### config.mk
export PLATFORM = sky130hd
export DESIGN_NAME = branch_tag_allocator
export DESIGN_NICKNAME = d
export VERILOG_FILES = /design/src/rtl/branch_tag_allocator.sv
export SDC_FILE = /design/constraint.sdc
export NUM_CORES = 1
export LEC_CHECK = 0
export BUFFER_PORTS_ARGS = -buffer_cell sky130_fd_sc_hd__buf_2
export CAP_MARGIN = 20
export CORE_AREA = 3 3 200 202
export CTS_BUF_LIST = sky130_fd_sc_hd__clkbuf_8
export DETAILED_ROUTE_END_ITERATION = 10
export DIE_AREA = 0 0 203 205
export PLACE_DENSITY = 0.42
export SKIP_LAST_GASP = 1
export SYNTH_ARGS = -nofsm -noshare
export SYNTH_HDL_FRONTEND = slang
export SYNTH_SLANG_ARGS = --single-unit
### constraint.sdc
create_clock -name clock -period 5.2 [get_ports clock]
set_clock_uncertainty 0.2 [all_clocks]
set_input_delay 1.04 -clock clock [delete_from_list [all_inputs] [get_ports clock]]
set_output_delay 1.04 -clock clock [all_outputs]
set_load 0.02 [all_outputs]
### src/rtl/branch_tag_allocator.sv
// Branch tag allocator: hands out one-hot branch tags to dispatching branches,
// builds the per-tag checkpoint entry fields and tracks the live-tag set.
module branch_tag_allocator #(
   parameter int unsigned B_MASK_WIDTH   = 4,
   parameter int unsigned DISPATCH_WIDTH = 2,
   parameter int unsigned ROB_SZ_BITS    = 5,
   parameter int unsigned CNT_BITS       = $clog2(B_MASK_WIDTH + 1)
) (
   input  logic                                         clock,
   input  logic                                         reset,
   input  logic [DISPATCH_WIDTH-1:0]                    dispatch_valid_i,
   input  logic [DISPATCH_WIDTH-1:0]                    dispatch_is_branch_i,
   input  logic [DISPATCH_WIDTH-1:0]                    dispatch_is_jump_i,
   input  logic [DISPATCH_WIDTH-1:0][31:0]              dispatch_PC_i,
   input  logic [DISPATCH_WIDTH-1:0][31:0]              dispatch_recovery_PC_i,
   input  logic [DISPATCH_WIDTH-1:0][ROB_SZ_BITS-1:0]   dispatch_rob_tail_i,
   input  logic [B_MASK_WIDTH-1:0]                      resolve_mask_i,
   input  logic                                         restore_valid_i,
   input  logic [B_MASK_WIDTH-1:0]                      surviving_mask_i,
   output logic [DISPATCH_WIDTH-1:0]                    dispatch_ok_o,
   output logic [DISPATCH_WIDTH-1:0][B_MASK_WIDTH-1:0]  alloc_tag_o,
   output logic [DISPATCH_WIDTH-1:0][B_MASK_WIDTH-1:0]  inst_b_mask_o,
   output logic [B_MASK_WIDTH-1:0]                      entry_write_o,
   output logic [B_MASK_WIDTH-1:0][B_MASK_WIDTH-1:0]    entry_b_m_o,
   output logic [B_MASK_WIDTH-1:0][31:0]                entry_PC_o,
   output logic [B_MASK_WIDTH-1:0][31:0]                entry_recovery_PC_o,
   output logic [B_MASK_WIDTH-1:0][ROB_SZ_BITS-1:0]     entry_rob_tail_o,
   output logic [B_MASK_WIDTH-1:0]                      entry_is_jump_o,
   output logic [B_MASK_WIDTH-1:0]                      next_b_mask_o,
   output logic [CNT_BITS-1:0]                          free_tag_count_o,
   output logic [31:0]                                  full_stall_cycles_o
);

   logic [B_MASK_WIDTH-1:0] b_mask_q, b_mask_d;
   logic [31:0]             stall_cnt_q, stall_cnt_d;

   logic [B_MASK_WIDTH-1:0] pool;     // tags still free for younger slots
   logic [B_MASK_WIDTH-1:0] base;     // live tags surviving this cycle's resolve
   logic [B_MASK_WIDTH-1:0] acc;      // tags granted to older slots this cycle
   logic                    blocked;
   logic                    found;
   logic                    stall;

   // Slot walk: tag grant, dispatch prefix, dependency masks and entry fields.
   always_comb begin
      dispatch_ok_o       = '0;
      alloc_tag_o         = '0;
      inst_b_mask_o       = '0;
      entry_write_o       = '0;
      entry_b_m_o         = '0;
      entry_PC_o          = '0;
      entry_recovery_PC_o = '0;
      entry_rob_tail_o    = '0;
      entry_is_jump_o     = '0;
      // Pool excludes tags freed this cycle so a freed entry is never
      // written and cleared in the same cycle.
      pool    = ~b_mask_q;
      base    = b_mask_q & ~resolve_mask_i;
      acc     = '0;
      blocked = 1'b0;
      found   = 1'b0;
      stall   = 1'b0;

      for (int unsigned s = 0; s < DISPATCH_WIDTH; s++) begin
         if (restore_valid_i || reset) begin
            dispatch_ok_o[s] = 1'b0;
         end else if (dispatch_valid_i[s] && !blocked) begin
            if (dispatch_is_branch_i[s]) begin
               found = 1'b0;
               for (int unsigned t = 0; t < B_MASK_WIDTH; t++) begin
                  if (!found && pool[t]) begin
                     alloc_tag_o[s][t] = 1'b1;
                     found             = 1'b1;
                  end
               end
               if (found) begin
                  dispatch_ok_o[s] = 1'b1;
                  pool             = pool & ~alloc_tag_o[s];
               end else begin
                  blocked = 1'b1;
                  stall   = 1'b1;
               end
            end else begin
               dispatch_ok_o[s] = 1'b1;
            end
         end else if (dispatch_valid_i[s] && dispatch_is_branch_i[s]) begin
            stall = 1'b1;
         end

         if (dispatch_ok_o[s]) begin
            inst_b_mask_o[s] = base | acc;
         end
         acc = acc | alloc_tag_o[s];

         for (int unsigned t = 0; t < B_MASK_WIDTH; t++) begin
            if (alloc_tag_o[s][t]) begin
               entry_write_o[t]       = 1'b1;
               entry_b_m_o[t]         = inst_b_mask_o[s];
               entry_PC_o[t]          = dispatch_PC_i[s];
               entry_recovery_PC_o[t] = dispatch_recovery_PC_i[s];
               entry_rob_tail_o[t]    = dispatch_rob_tail_i[s];
               entry_is_jump_o[t]     = dispatch_is_jump_i[s];
            end
         end
      end

      if (restore_valid_i) begin
         next_b_mask_o = surviving_mask_i & ~resolve_mask_i;
      end else begin
         next_b_mask_o = base | acc;
      end
   end

   // Next-state values and free-tag popcount.
   always_comb begin
      b_mask_d    = next_b_mask_o;
      stall_cnt_d = stall_cnt_q;
      if (stall && (stall_cnt_q != '1)) begin
         stall_cnt_d = stall_cnt_q + 32'd1;
      end
      free_tag_count_o = '0;
      for (int unsigned t = 0; t < B_MASK_WIDTH; t++) begin
         if (!b_mask_q[t]) begin
            free_tag_count_o = free_tag_count_o + CNT_BITS'(1);
         end
      end
      full_stall_cycles_o = stall_cnt_q;
   end

   // Live-tag set and stall counter registers.
   always_ff @(posedge clock) begin
      if (reset) begin
         b_mask_q    <= '0;
         stall_cnt_q <= '0;
      end else begin
         b_mask_q    <= b_mask_d;
         stall_cnt_q <= stall_cnt_d;
      end
   end

endmodule
==> results.tsv, run 1 <==
stage	metric	value	unit
yosys	area of the mapped netlist	0.00582	mm^2
power_and_ir_drop	worst vdd ir	0.0000947	V
timing	Worst-Margin Slew	1.02	ns
clocking	post-cts sizing count	0	
setup_path	Crit Path Class	primary input to output pin	
timing	Rel. slew slack	30.6	%
place	hpwl dp	32700	um
power_and_ir_drop	Leakage	5.00	nW
clocking	CTS tree	built	
grt	All-Layer GR Usage	18.1	%
timing	final worst path period share	92.4	%
clocking	clk sinks	36	
yosys	synthesized netlist cell count	849	
yosys	synth cell count leaders	210 x a22o_1, 170 x nand2_1, 87 x nand3_1	
timing	Fin Setup TNS	0	ns
final_layout	FF/Latch Area	721	um^2
clocking	Max clock buf depth	2	
yosys	EDFF count, synth	0	
floorplanning	die height	205	um
yosys	Avg Cell Area, Syn	6.86	um^2
final_layout	Filler Cell Count	4441	
timing	RSZ-0062 raised after global routing	false	
grt	largest net degree at the start of global routing	57	
final_layout	Synth-to-Final Area Change	53.9	%
yosys	top cells by area, synth	a22o_1 32%, dfxtp_1 12%, nand2_1 11%, nand3_1 7.5%, o31ai_1 3.1%	
setup_path	CP Cell Sequence	buf_2 -> and4bb_4 -> mux2i_2 -> nand2b_1 -> or3_1 -> clkinv_4 -> buf_12 -> a22o_1 -> buf_2	
routing	Vias/cell	5.01	
timing	min setup slack post-route	0.394	ns
setup_path	crit-path most repeated cell	buf_2	
timing	Final setup viols	0	
routing	DRT iter0 DRCs	784	
yosys	Seq cells post-synth	36	
routing	drt pass-1 iters	7	
hold_path	Worst Hold End	full_stall_cycles_o[16]	
grt	GRT overflow	0	
clocking	Clock Latency Late Sink	0.29	ns
setup_path	CP endpoint kind	output pin	
hold_path	Worst Min Path Start	full_stall_cycles_o[16]	
setup_path	startpoint types	primary input	
yosys	ys flop type	dfxtp_1	
place	placed inst area	0.00886	mm^2
hold_path	worst min-delay path class	register to register	
setup_path	slowest cell on the critical path	or3_1	
timing	max-slew violation count	0	
grt	first-pass GRT wire length	58200	um
timing	Hold Violations, Final	0	
timing	Fmax	208	MHz
final_layout	design area	0.00896	mm^2
place	Routability Congestion	0.958	
run_status	status	completed	
yosys	Ys Warns	0	
floorplanning	Core ar.	0.0385	mm^2
floorplanning	Die W	203	um
floorplanning	initial core utilization	15.1	%
setup_path	Worst Path Arrival	3.57	ns
final_layout	Total Nets Final	1464	
setup_path	CP peak stage delay	0.49	ns
yosys	sequential share of the synthesized area	12.4	%
floorplanning	Die Footprint	0.0416	mm^2
hold_path	Hold Path Stages	2	
place	I/O Buffers	508	
setup_path	FF-to-FF setup slack	2.13	ns
timing	hold_ws	0.295	ns
yosys	asr flop ratio synth	0	%
clocking	Root Driver	clkbuf_8	
floorplanning	Site Rows	72	
yosys	Synth top area share	31.6	%
setup_path	CP Max Fanout	43	
timing	min Tclk post-route	4.81	ns
power_and_ir_drop	power per cell area	90.2	mW/mm^2
setup_path	Worst R2R Path Depth	9	
setup_path	Crit path required time	3.96	ns
place	Worst Setup Slack post-DPL	0.435	ns
routing	WL per Instance	22.8	um
clocking	cts hold-fix bufs	0	
floorplanning	Ports	512	
routing	DR vias	9138	
routing	routed wire length	41500	um
yosys	cell taking the most area after synthesis	a22o_1	
routing	Antenna Nets Post-Route	0	
setup_path	worst r2r src	b_mask_q[1]	
setup_path	RR Endpoint	b_mask_q[2]	
yosys	post-synth cell types	59	
clocking	CTS buffer count	5	
job	max cap viols	0	
grt	vias in the first global route	8480	
final_layout	multi-input logic area	0.00451	mm^2
clocking	postcts setup bufs	0	
clocking	H-tree Lvls	2	
final_layout	fraction of layout cells with a size suffix above 1	43.7	%
grt	initial antenna violation count	4	
clocking	clk slew on worst S/H paths	0.08	ns
routing	DR DRC count	0	
yosys	count leader, synth	a22o_1	
## routing by layer
layer	share of wire, %	global-route usage (%)	vias up
li1	-	-	4160
met1	44	24.2	4477
met2	47	30.8	456
met3	7.0	3.26	43
met4	1.5	2.94	2
met5	0.031	0	-
## where the power goes
group	internal [mW]	switching [mW]
logic	0.105	0.209
registers	0.277	0.00514
clock network	0.106	0.106
total	0.488	0.320
## sequential cells by signal (all words and copies together), names as in the netlist
name and flops:
full_stall_cycles_o 32, b_mask_q 4
## kinds of logic after synthesis
logic type	Yosys count	share of synthesized area, %
compound gates	306	42.3
simple gates	364	30.7
other cells	1	0.0644
flops	36	12.4
fa+ha+maj	7	1.46
mux	10	1.91
xor+xnor	4	0.602
buf+inv	121	10.6
## cells in the final DEF, fill, tap and decap left out, drive strengths merged, types with 8 or more instances in the layout
master,instances
a22o,210
nand2,170
inv,28
dfxtp,36
nand4,13
o31ai,25
buf,538
and4,8
nor2,10
or4,22
o22ai,9
a21oi,34
nand3,87
o21ai,10
## worst max path at each step
stage,to,cells after the start,startpoint
6_report,entry_PC_o[99],9,restore_valid_i
5_1_grt,entry_recovery_PC_o[120],9,restore_valid_i
4_1_cts,entry_PC_o[99],9,restore_valid_i
3_3_place_gp,entry_recovery_PC_o[94],9,restore_valid_i
2_1_floorplan,entry_PC_o[118],9,restore_valid_i
3_5_place_dp,entry_recovery_PC_o[122],9,restore_valid_i
## worst max-delay path, delay by kind of cell
family | cells | cell delay, ns
simple gates | 3 | 1.11
buf+inv | 4 | 0.81
mux | 1 | 0.36
compound gates | 1 | 0.17
## cell type report
cell class                 count  area share (%)
sequential                    36            8.04
timing repair buffer         538            32.0
antenna                        2          0.0559
multi-input combinational    694            50.4
tap                          518            7.23
inverter                      28            1.23
clock buffer                   6           0.922
clock inverter                 2           0.126
## per-stage QoR
stage                     cells  util (%)  power [mW]
after floorplan             851         -       0.409
after global placement     1814      23.0       0.602
after detailed placement   1814      23.0       0.599
after CTS                  1822      23.3       0.812
after global routing       1822      23.3       0.847
final                      1824      23.3       0.808
Note: power is estimated with default switching activity, not from simulation.
==> inputs of run 2 (changes only) <==
Settings changed: ABC_AREA set to 1, CELL_PAD_IN_SITES_DETAIL_PLACEMENT set to 2, CELL_PAD_IN_SITES_GLOBAL_PLACEMENT set to 2, CORE_AREA 3 3 200 202 to 3 3 198 200, DIE_AREA 0 0 203 205 to 0 0 201 203, PLACE_DENSITY 0.42 to 0.82.
==> run 2 against run 1 <==
Compared with the run above: critical path depth rose by 2; core utilization up 1.2 points; global-route usage increased by 3.8 points; non-clock buffer count grew 1; fmax decreased by 0.66%; hold slack improved by 0.027 ns; clock power about the same; register-to-register slack improved by 0.15 ns; sequential power is essentially flat; largest power group unchanged; power fell by 2.5%; count of clock-buffer cells in the layout unchanged; cell area up 2.5%.
==> results.tsv, run 2 <==
stage	metric	value	unit
yosys	post-synth cell types	33	
grt	met3 usage	4.51	%
timing	hold_ws	0.322	ns
power_and_ir_drop	Leakage	5.24	nW
power_and_ir_drop	power per cell area	85.8	mW/mm^2
grt	largest net degree at the start of global routing	66	
yosys	Ys Warns	0	
clocking	post-cts sizing count	0	
final_layout	Synth-to-Final Area Change	52.8	%
timing	Hold Violations, Final	0	
timing	Fmax	207	MHz
yosys	sequential share of the synthesized area	12.0	%
routing	DR DRC count	0	
setup_path	startpoint types	primary input	
clocking	H-tree Lvls	2	
grt	met2 Use GR	40.0	%
setup_path	Worst Path Arrival	3.60	ns
setup_path	CP peak stage delay	0.50	ns
timing	Fin Setup TNS	0	ns
clocking	clk slew on worst S/H paths	0.07	ns
final_layout	fin cells	2108	
place	I/O Buffers	508	
yosys	EDFF count, synth	0	
place	Worst Setup Slack post-DPL	0.253	ns
place	Routability Congestion	0.940	
hold_path	worst min-delay path class	register to register	
floorplanning	Core ar.	0.0376	mm^2
timing	max-slew violation count	0	
setup_path	CP Cell Sequence	buf_2 -> inv_2 -> nand2_2 -> nor2_1 -> nand3_1 -> nor2_1 -> inv_2 -> nand2_1 -> nand3_1 -> o21ai_0 -> buf_2	
setup_path	Worst path top cell family by delay	simple AND/OR/NAND/NOR gates	
final_layout	most frequent cells in the layout	508 x buf_2, 234 x nand2_1, 186 x inv_1, 140 x o22ai_1, 129 x nand3_1	
floorplanning	die height	203	um
grt	GR met1 Demand/Resource	26.3	%
setup_path	Crit Path Class	primary input to output pin	
place	placed inst area	0.00909	mm^2
final_layout	multi-input logic area	0.00415	mm^2
setup_path	Bufs and invs on worst path	4	
grt	GRT overflow	0	
final_layout	Filler Cell Count	4901	
yosys	top cells by area, synth	nand2_1 15%, o22ai_1 15%, dfxtp_1 12%, inv_1 12%, nand3_1 11%	
final_layout	fraction of layout cells with a size suffix above 1	35.9	%
run_status	status	completed	
setup_path	CP Max Fanout	22	
yosys	cell taking the most area after synthesis	nand2_1	
routing	DR vias	10100	
clocking	CTS tree	built	
power_and_ir_drop	Final Power	788	uW
clocking	Root Driver	clkbuf_8	
yosys	synthesized netlist cell count	1133	
timing	RSZ-0062 raised after global routing	false	
place	hpwl dp	38700	um
final_layout	Total Nets Final	1757	
job	max cap viols	0	
grt	initial antenna violation count	3	
clocking	cts hold-fix bufs	0	
floorplanning	Site Rows	71	
routing	Vias/cell	4.81	
yosys	synth cell count leaders	235 x nand2_1, 188 x inv_1, 140 x o22ai_1	
yosys	Synth top area share	14.7	%
final_layout	most common cell after layout, fill and taps aside	buf_2	
timing	min setup slack post-route	0.362	ns
clocking	postcts setup bufs	0	
setup_path	CP endpoint kind	output pin	
timing	final worst path period share	93.0	%
routing	drt pass-1 iters	5	
setup_path	Crit path required time	3.96	ns
place	placed cells	2100	
routing	routed wire length	48000	um
clocking	CTS buffer count	5	
timing	Worst-Margin Slew	0.965	ns
clocking	clk sinks	36	
final_layout	antenna cells	0	
yosys	asr flop ratio synth	0	%
floorplanning	initial core utilization	16.0	%
yosys	count leader, synth	nand2_1	
grt	vias in the first global route	11100	
setup_path	slowest cell on the critical path	nor2_1	
grt	first-pass GRT wire length	70100	um
final_layout	number of flip-flops in the largest register	32	
clocking	Max clock buf depth	2	
yosys	Avg Cell Area, Syn	5.31	um^2
final_layout	Util after Layout	24.4	%
floorplanning	Die Footprint	0.0408	mm^2
final_layout	FF/Latch Area	721	um^2
clocking	Clock Latency Late Sink	0.30	ns
yosys	Seq cells post-synth	36	
routing	DRT iter0 DRCs	580	
timing	min Tclk post-route	4.84	ns
timing	Final setup viols	0	
grt	All-Layer GR Usage	21.9	%
timing	Rel. slew slack	35.6	%
grt	GR peak layer	met2	
yosys	area of the mapped netlist	0.00601	mm^2
floorplanning	Ports	512	
power_and_ir_drop	worst vdd ir	0.0000737	V
routing	WL per Instance	22.8	um
final_layout	design area	0.00919	mm^2
yosys	ys flop type	dfxtp_1	
routing	Antenna Nets Post-Route	0	
floorplanning	Die W	201	um
[run 2: cell types whose count changed after synthesis, sizes merged, moves of 14 or more]
cell,before,now
a21oi,34,48
o21ai,10,149
nand2,170,238
buf,59,38
nor2,10,64
o22ai,9,140
a22o,210,0
inv,27,192
nand3,87,130
o31ai,25,2
or4,22,0
[run 2: area by class of cell]
class / instances / share of cell area [%]
Sequential cell: 36 / 7.85
Multi-Input combinational cell: 821 / 45.1
Timing Repair Buffer: 539 / 31.2
Clock inverter: 2 / 0.0817
Tap cell: 511 / 6.96
Clock buffer: 6 / 0.899
Inverter: 193 / 7.91
[run 2: final timing paths]
path                                               from                      end  slack [ns]  depth (start not counted)
worst max-delay path                    restore_valid_i           entry_b_m_o[3]        0.36                         11
worst min-delay path            full_stall_cycles_o[28]  full_stall_cycles_o[28]        0.32                          2
worst max register to register   full_stall_cycles_o[0]  full_stall_cycles_o[22]        2.28                         10
worst min register to register  full_stall_cycles_o[28]  full_stall_cycles_o[28]        0.32                          2
[run 2: kinds of logic after synthesis]
group                      count (synthesis)  synth area share [%]
adders and majority gates                  6                  1.25
other                                      1                0.0624
xor gates and xnor gates                  19                  2.77
AOI/OAI and AO/OA                        339                  32.0
and+or+nand+nor                          454                  32.7
DFF                                       36                  12.0
buffers and inverters                    278                  19.3
[run 2: worst min-delay path, cell delays in order (launching register included)]
cell and delay (ns):
dfxtp_1 0.35, nand2_1 0.08, a21oi_1 0.05
[run 2: power by group]
group / internal [mW] / switching [mW] / leakage (nW) / total (mW)
registers: 0.277 / 0.00252 / 0.290 / 0.279
logic: 0.0953 / 0.198 / 4.89 / 0.294
clock network: 0.104 / 0.110 / 0.0538 / 0.215
[run 2: metal layers]
metal,share of wire [%],up-vias
met5,0.050,-
met4,2.4,4
met3,5.8,53
met2,51,341
met1,41,5036
li1,-,4706
